[config.mk]
export PLATFORM = sky130hd
export DESIGN_NAME = logicnet_input_packer_flat
export DESIGN_NICKNAME = d
export VERILOG_FILES = /design/src/rtl/logicnet_input_packer_if.sv /design/src/rtl/logicnet_input_packer.sv /design/src/flat_wrapper.sv
export SDC_FILE = /design/constraint.sdc
export NUM_CORES = 1
export LEC_CHECK = 0
export BUFFER_PORTS_ARGS = -buffer_cell sky130_fd_sc_hd__clkbuf_2
export CAP_MARGIN = 5
export CORE_ASPECT_RATIO = 1.75
export CORE_MARGIN = 5
export CORE_UTILIZATION = 45
export DETAILED_ROUTE_END_ITERATION = 10
export GPL_TIMING_DRIVEN = 0
export PLACE_DENSITY_LB_ADDON = 0.3
export SLEW_MARGIN = 5
export SYNTH_ARGS = -nofsm -noshare
export SYNTH_HDL_FRONTEND = slang
export SYNTH_SLANG_ARGS = --single-unit
[constraint.sdc]
create_clock -name clk -period 5.6 [get_ports clk]
set_input_delay 0 -clock clk [delete_from_list [all_inputs] [get_ports clk]]
set_output_delay 0 -clock clk [all_outputs]
set_load 0.05 [all_outputs]
[src/rtl/logicnet_input_packer_if.sv]
`default_nettype none
// ============================================================================
// Module   : logicnet_input_packer_if
// Brief    : Feature stream in / packed vector out bundle for the input packer
// Revision : 1.0
// ============================================================================
interface logicnet_input_packer_if #(
    parameter int NUM_FEATURES = 16,
    parameter int FEAT_W       = 16,
    parameter int QBITS        = 2
);
    logic                          s_valid;
    logic                          s_ready;
    logic [FEAT_W-1:0]             s_data;
    logic                          s_last;
    logic                          m_valid;
    logic                          m_ready;
    logic [NUM_FEATURES*QBITS-1:0] m_data;
    logic                          frame_err;
    logic [15:0]                   frame_count;

    // Environment side: feeds features and consumes vectors.
    modport master (
        output s_valid, s_data, s_last, m_ready,
        input  s_ready, m_valid, m_data, frame_err, frame_count
    );

    // Packer side.
    modport slave (
        input  s_valid, s_data, s_last, m_ready,
        output s_ready, m_valid, m_data, frame_err, frame_count
    );
endinterface
`default_nettype wire

[src/rtl/logicnet_input_packer.sv]
`default_nettype none
// ============================================================================
// Module   : logicnet_input_packer
// Brief    : Thermometer-quantizes a serial feature stream and packs one frame
//            into the flat layer-0 input vector behind a valid/ready handshake.
// Revision : 1.0
// ============================================================================
module logicnet_input_packer #(
    parameter int                       NUM_FEATURES = 16,
    parameter int                       FEAT_W       = 16,
    parameter int                       QBITS        = 2,
    parameter logic signed [FEAT_W-1:0] T0           = -16'sd100,
    parameter logic signed [FEAT_W-1:0] T1           = 16'sd0,
    parameter logic signed [FEAT_W-1:0] T2           = 16'sd100
) (
    input  wire                    clk,
    input  wire                    rst,
    logicnet_input_packer_if.slave bus
);
    localparam int VEC_W = NUM_FEATURES * QBITS;
    localparam int IDX_W = (NUM_FEATURES > 1) ? $clog2(NUM_FEATURES) : 1;

    localparam logic [IDX_W-1:0] c_idx_last = IDX_W'(NUM_FEATURES - 1);

    localparam logic [0:0] c_st_fill = 1'b0;
    localparam logic [0:0] c_st_hold = 1'b1;

    logic [0:0]        r_state;
    logic [IDX_W-1:0]  r_idx;
    logic [VEC_W-1:0]  r_shadow;
    logic [VEC_W-1:0]  r_mdata;
    logic              r_mvalid;
    logic              r_frame_err;
    logic [15:0]       r_frame_count;

    logic              w_ge0;
    logic              w_ge1;
    logic              w_ge2;
    logic [QBITS-1:0]  w_code;
    logic [VEC_W-1:0]  w_vec_next;

    // Equality with a threshold counts as exceeding it.
    assign w_ge0  = $signed(bus.s_data) >= T0;
    assign w_ge1  = $signed(bus.s_data) >= T1;
    assign w_ge2  = $signed(bus.s_data) >= T2;
    assign w_code = QBITS'(w_ge0) + QBITS'(w_ge1) + QBITS'(w_ge2);

    always_comb begin
        w_vec_next = r_shadow;
        w_vec_next[r_idx*QBITS +: QBITS] = w_code;
    end

    always_ff @(posedge clk) begin
        if (rst) begin
            r_state       <= c_st_fill;
            r_idx         <= '0;
            r_shadow      <= '0;
            r_mdata       <= '0;
            r_mvalid      <= 1'b0;
            r_frame_err   <= 1'b0;
            r_frame_count <= '0;
        end else begin
            r_frame_err <= 1'b0;
            case (r_state)
                c_st_fill: begin
                    if (bus.s_valid) begin
                        r_shadow <= w_vec_next;
                        if (r_idx == c_idx_last) begin
                            r_idx <= '0;
                            if (bus.s_last) begin
                                r_mdata  <= w_vec_next;
                                r_mvalid <= 1'b1;
                                r_state  <= c_st_hold;
                            end else begin
                                r_frame_err <= 1'b1;
                            end
                        end else if (bus.s_last) begin
                            // Early last: drop the partial frame and restart.
                            r_idx       <= '0;
                            r_frame_err <= 1'b1;
                        end else begin
                            r_idx <= r_idx + 1'b1;
                        end
                    end
                end
                c_st_hold: begin
                    if (bus.m_ready) begin
                        r_mvalid      <= 1'b0;
                        r_frame_count <= r_frame_count + 16'd1;
                        r_state       <= c_st_fill;
                    end
                end
                default: r_state <= c_st_fill;
            endcase
        end
    end

    assign bus.s_ready     = (r_state == c_st_fill) && !rst;
    assign bus.m_valid     = r_mvalid;
    assign bus.m_data      = r_mdata;
    assign bus.frame_err   = r_frame_err;
    assign bus.frame_count = r_frame_count;
endmodule
`default_nettype wire

[src/flat_wrapper.sv]
// flat-port wrapper written by rule: the top's interface ports become plain ports
module logicnet_input_packer_flat 
#(
    parameter int                       NUM_FEATURES = 16,
    parameter int                       FEAT_W       = 16,
    parameter int                       QBITS        = 2,
    parameter logic signed [FEAT_W-1:0] T0           = -16'sd100,
    parameter logic signed [FEAT_W-1:0] T1           = 16'sd0,
    parameter logic signed [FEAT_W-1:0] T2           = 16'sd100
)
  (clk, rst, bus_s_valid, bus_s_data, bus_s_last, bus_m_ready, bus_s_ready, bus_m_valid, bus_m_data, bus_frame_err, bus_frame_count);
  logicnet_input_packer_if #(.NUM_FEATURES(NUM_FEATURES), .FEAT_W(FEAT_W), .QBITS(QBITS)) bus_i ();
  input  wire clk;
  input  wire rst;
  input wire logic [$bits(bus_i.s_valid)-1:0] bus_s_valid;
  input wire logic [$bits(bus_i.s_data)-1:0] bus_s_data;
  input wire logic [$bits(bus_i.s_last)-1:0] bus_s_last;
  input wire logic [$bits(bus_i.m_ready)-1:0] bus_m_ready;
  output wire logic [$bits(bus_i.s_ready)-1:0] bus_s_ready;
  output wire logic [$bits(bus_i.m_valid)-1:0] bus_m_valid;
  output wire logic [$bits(bus_i.m_data)-1:0] bus_m_data;
  output wire logic [$bits(bus_i.frame_err)-1:0] bus_frame_err;
  output wire logic [$bits(bus_i.frame_count)-1:0] bus_frame_count;
  assign bus_i.s_valid = bus_s_valid;
  assign bus_i.s_data = bus_s_data;
  assign bus_i.s_last = bus_s_last;
  assign bus_i.m_ready = bus_m_ready;
  assign bus_s_ready = bus_i.s_ready;
  assign bus_m_valid = bus_i.m_valid;
  assign bus_m_data = bus_i.m_data;
  assign bus_frame_err = bus_i.frame_err;
  assign bus_frame_count = bus_i.frame_count;
  logicnet_input_packer #(.NUM_FEATURES(NUM_FEATURES), .FEAT_W(FEAT_W), .QBITS(QBITS), .T0(T0), .T1(T1), .T2(T2)) u_core (.clk(clk), .rst(rst), .bus(bus_i));
endmodule
==> results.json <==
{
  "detail_route.iter0.violations": 243,
  "maxCapViolCount": 0,
  "post_cts_resized": 0,
  "rsz0062_at_grt": "false",
  "slowest_stage": "a2111oi_0",
  "wl_um": 11500,
  "min_path_cells": 4,
  "synth-seq-area-share": 0.419,
  "tns_ns": 0,
  "initial_core_util": 0.460,
  "synthDominantCellAreaShare": 0.419,
  "via_count": 3843,
  "first_pass_iters": 4,
  "grtUsageTotal": 0.214,
  "reg2reg_depth": 8,
  "avgSynthCellArea_um2": 9.04,
  "ys_top_cells_by_area": "dfxtp_1 42%, a211oi_1 5.4%, mux2i_1 4.8%, nor2_1 4.8%, a21oi_1 4.0%",
  "drive_gt1_frac": 0.200,
  "layout_commonest_cell": "dfxtp_1",
  "p_per_area_nw_per_um2": 255,
  "root_buffer": "clkbuf_16",
  "hpwl_um": 8620,
  "die_area_um2": 11300,
  "tightest_slew_ns": 0.781,
  "r2r-start": "u_core.r_idx[0]",
  "hold_path_class": "input pin to flop",
  "yosysWarnings": 0,
  "avgViaCountPerCell": 5.78,
  "drtAntennaViolNets": 0,
  "path_max_fanout": 10,
  "crit_chain": "buf_2 -> inv_1 -> ha_1 -> buf_4 -> or3_1 -> a2111oi_0 -> a21oi_1 -> o21a_1",
  "wire_per_inst_um": 17.3,
  "clk_pin_slew_worst_paths_ns": 0.06,
  "area_growth_pct": 18.8,
  "worstSkewPairLatency_ns": 0.34,
  "syn_area_um2": 4160,
  "yosysTopAreaCell": "dfxtp_1",
  "power_mw": 1.26,
  "ir_drop_mv": 0.190,
  "critPathCaptureType": "flop",
  "setup_viol": 0,
  "cts_tree": "built",
  "ys_async_sr_fraction": 0,
  "io_buffers": 69,
  "critical_path_class": "flop to flop",
  "r2r-end": "u_core.r_shadow[9]",
  "start_kind": "flop",
  "grt_pass1_wl_um": 18500,
  "coreArea_um2": 9040,
  "crit_required_ns": 5.84,
  "ys_seq_elements": 87,
  "io_pins": 72,
  "drc_errors": 0,
  "r2r_slack_ns": 2.67,
  "rows": 46,
  "slew_headroom": 0.466,
  "cts_num_sinks": 87,
  "htree_levels": 3,
  "setup_ws_ns": 2.67,
  "synth_ff_type": "dfxtp_1",
  "final.period_utilization": 0.524,
  "final_core_utilization": 0.546,
  "place_ws_ns": 2.68,
  "synth-edff-count": 0,
  "finalNetCount": 569,
  "gp_congestion": 0.880,
  "max_stage_delay_ns": 0.71,
  "synthCells": 460,
  "numCtsBuffers": 9,
  "final-hold-violation-count": 0,
  "hold_start": "bus_s_valid",
  "grt_pass1_vias": 3809,
  "clk_path_buf_depth": 2,
  "finalMaxSlewViolations": 0,
  "finClkSkew_ns": 0.00427,
  "timing.fmax_mhz": 341,
  "synth_fp_nets": 487,
  "die_w_um": 82.7,
  "path_buf_inv": 3,
  "antenna_cells": 0,
  "min_period_ns": 2.93,
  "leakagePower_nw": 1.81,
  "grt_max_degree": 13,
  "status": "finished, final reports clean",
  "overflow": 0,
  "synth.distinct_cells": 55,
  "crit_arrival_ns": 3.17,
  "final_cell_mix": "87 x dfxtp_1, 69 x clkbuf_2, 53 x nor2_1",
  "antenna_found_initial": 0,
  "holdWs_ns": 0.0150,
  "die_y_um": 137,
  "timing.critical_path.max_delay_family": "compound AO/OA/AOI/OAI gates",
  "cts_setup_buffers": 0,
  "hold_end": "u_core.r_state"
}
==> worst register-to-register path: cells and delay by family (launching register included) <==
| kind | cells | cell delay [ns] |
|---|---|---|
| AO/OA/AOI/OAI | 3 | 1.02 |
| adder cells (fa/ha/maj) | 1 | 0.32 |
| buffers and inverters | 3 | 0.60 |
| flip-flops | 1 | 0.45 |
| AND/OR/NAND/NOR | 1 | 0.44 |
==> Yosys cell counts (all sizes together), types with 5 or more instances <==
cell     number
nand3        14
nor3         12
a311oi        6
mux2i        20
nand2        19
nor2         54
ha            5
o221a         6
buf          15
inv          16
o21bai        8
clkbuf       19
xor2          8
nor4          6
dfxtp        87
a221oi       10
nand4         8
a21oi        33
a2111oi       6
o21ai        11
o211ai        5
or3           5
a211oi       30
==> sequential cells by signal, summed over array words and instances (netlist names) <==
register	flops
u_core.bus.m_valid	1
u_core.bus.m_data	32
u_core.r_idx	4
u_core.bus.frame_count	16
u_core.r_shadow	32
u_core.bus.frame_err	1
u_core.r_state	1
==> what timing repair did <==
action	CTS	global route
hold buffers	2	0
hold endpoints to repair	2	0
endpoints found under the setup margin	0	0
==> report_power, final <==
group	switching, mW	internal [mW]	total, mW
Combinational	0.0608	0.0280	0.0888
Sequential	0.00318	0.623	0.627
Clock	0.224	0.319	0.543
==> layout make-up <==
type,count,area [um^2]
fill,868,4100
multi-input combinational,323,2210
sequential,87,1740
timing repair buffer,71,365
clock buffer,13,260
tap,120,150
buffer,34,145
inverter,16,60.1
clock inverter,1,5.00
==> cell families after synthesis <==
| group | after synthesis | synth area share |
|---|---|---|
| adder cells (fa/ha/maj) | 6 | 0.0199 |
| AO/OA/AOI/OAI | 133 | 0.248 |
| AND/OR/NAND/NOR | 151 | 0.188 |
| buffers and inverters | 50 | 0.0494 |
| multiplexers | 21 | 0.0509 |
| XOR/XNOR | 12 | 0.0253 |
| flip-flops | 87 | 0.419 |
==> per-layer routing <==
layer / track usage / up-vias / wire [um]
met5: 0 / - / 0
met4: 0.127 / 0 / 422
met3: 0.0349 / 28 / 453
met2: 0.380 / 96 / 6300
met1: 0.229 / 1845 / 4320
li1: - / 1874 / -
==> stage by stage <==
stage          instance area [um^2]  instances
2_1_floorplan                  4160        460
3_3_place_gp                   4650        649
3_5_place_dp                   4650        649
4_1_cts                        4940        665
5_1_grt                        4940        665
6_report                       4940        665
==> worst max-delay path by stage <==
stage	startpoint	to	slack (ns)	cells after the start
global route	u_core.r_idx[0]	u_core.r_shadow[9]	2.42	8
CTS	u_core.r_idx[0]	u_core.r_shadow[8]	2.67	8
detailed placement	u_core.r_idx[0]	u_core.r_shadow[8]	2.68	8
global placement	u_core.r_idx[0]	u_core.r_shadow[9]	2.75	8
finish	u_core.r_idx[0]	u_core.r_shadow[9]	2.67	8
floorplan	u_core.r_idx[0]	u_core.r_shadow[20]	3.24	8
(Power assumes the default switching activity.)
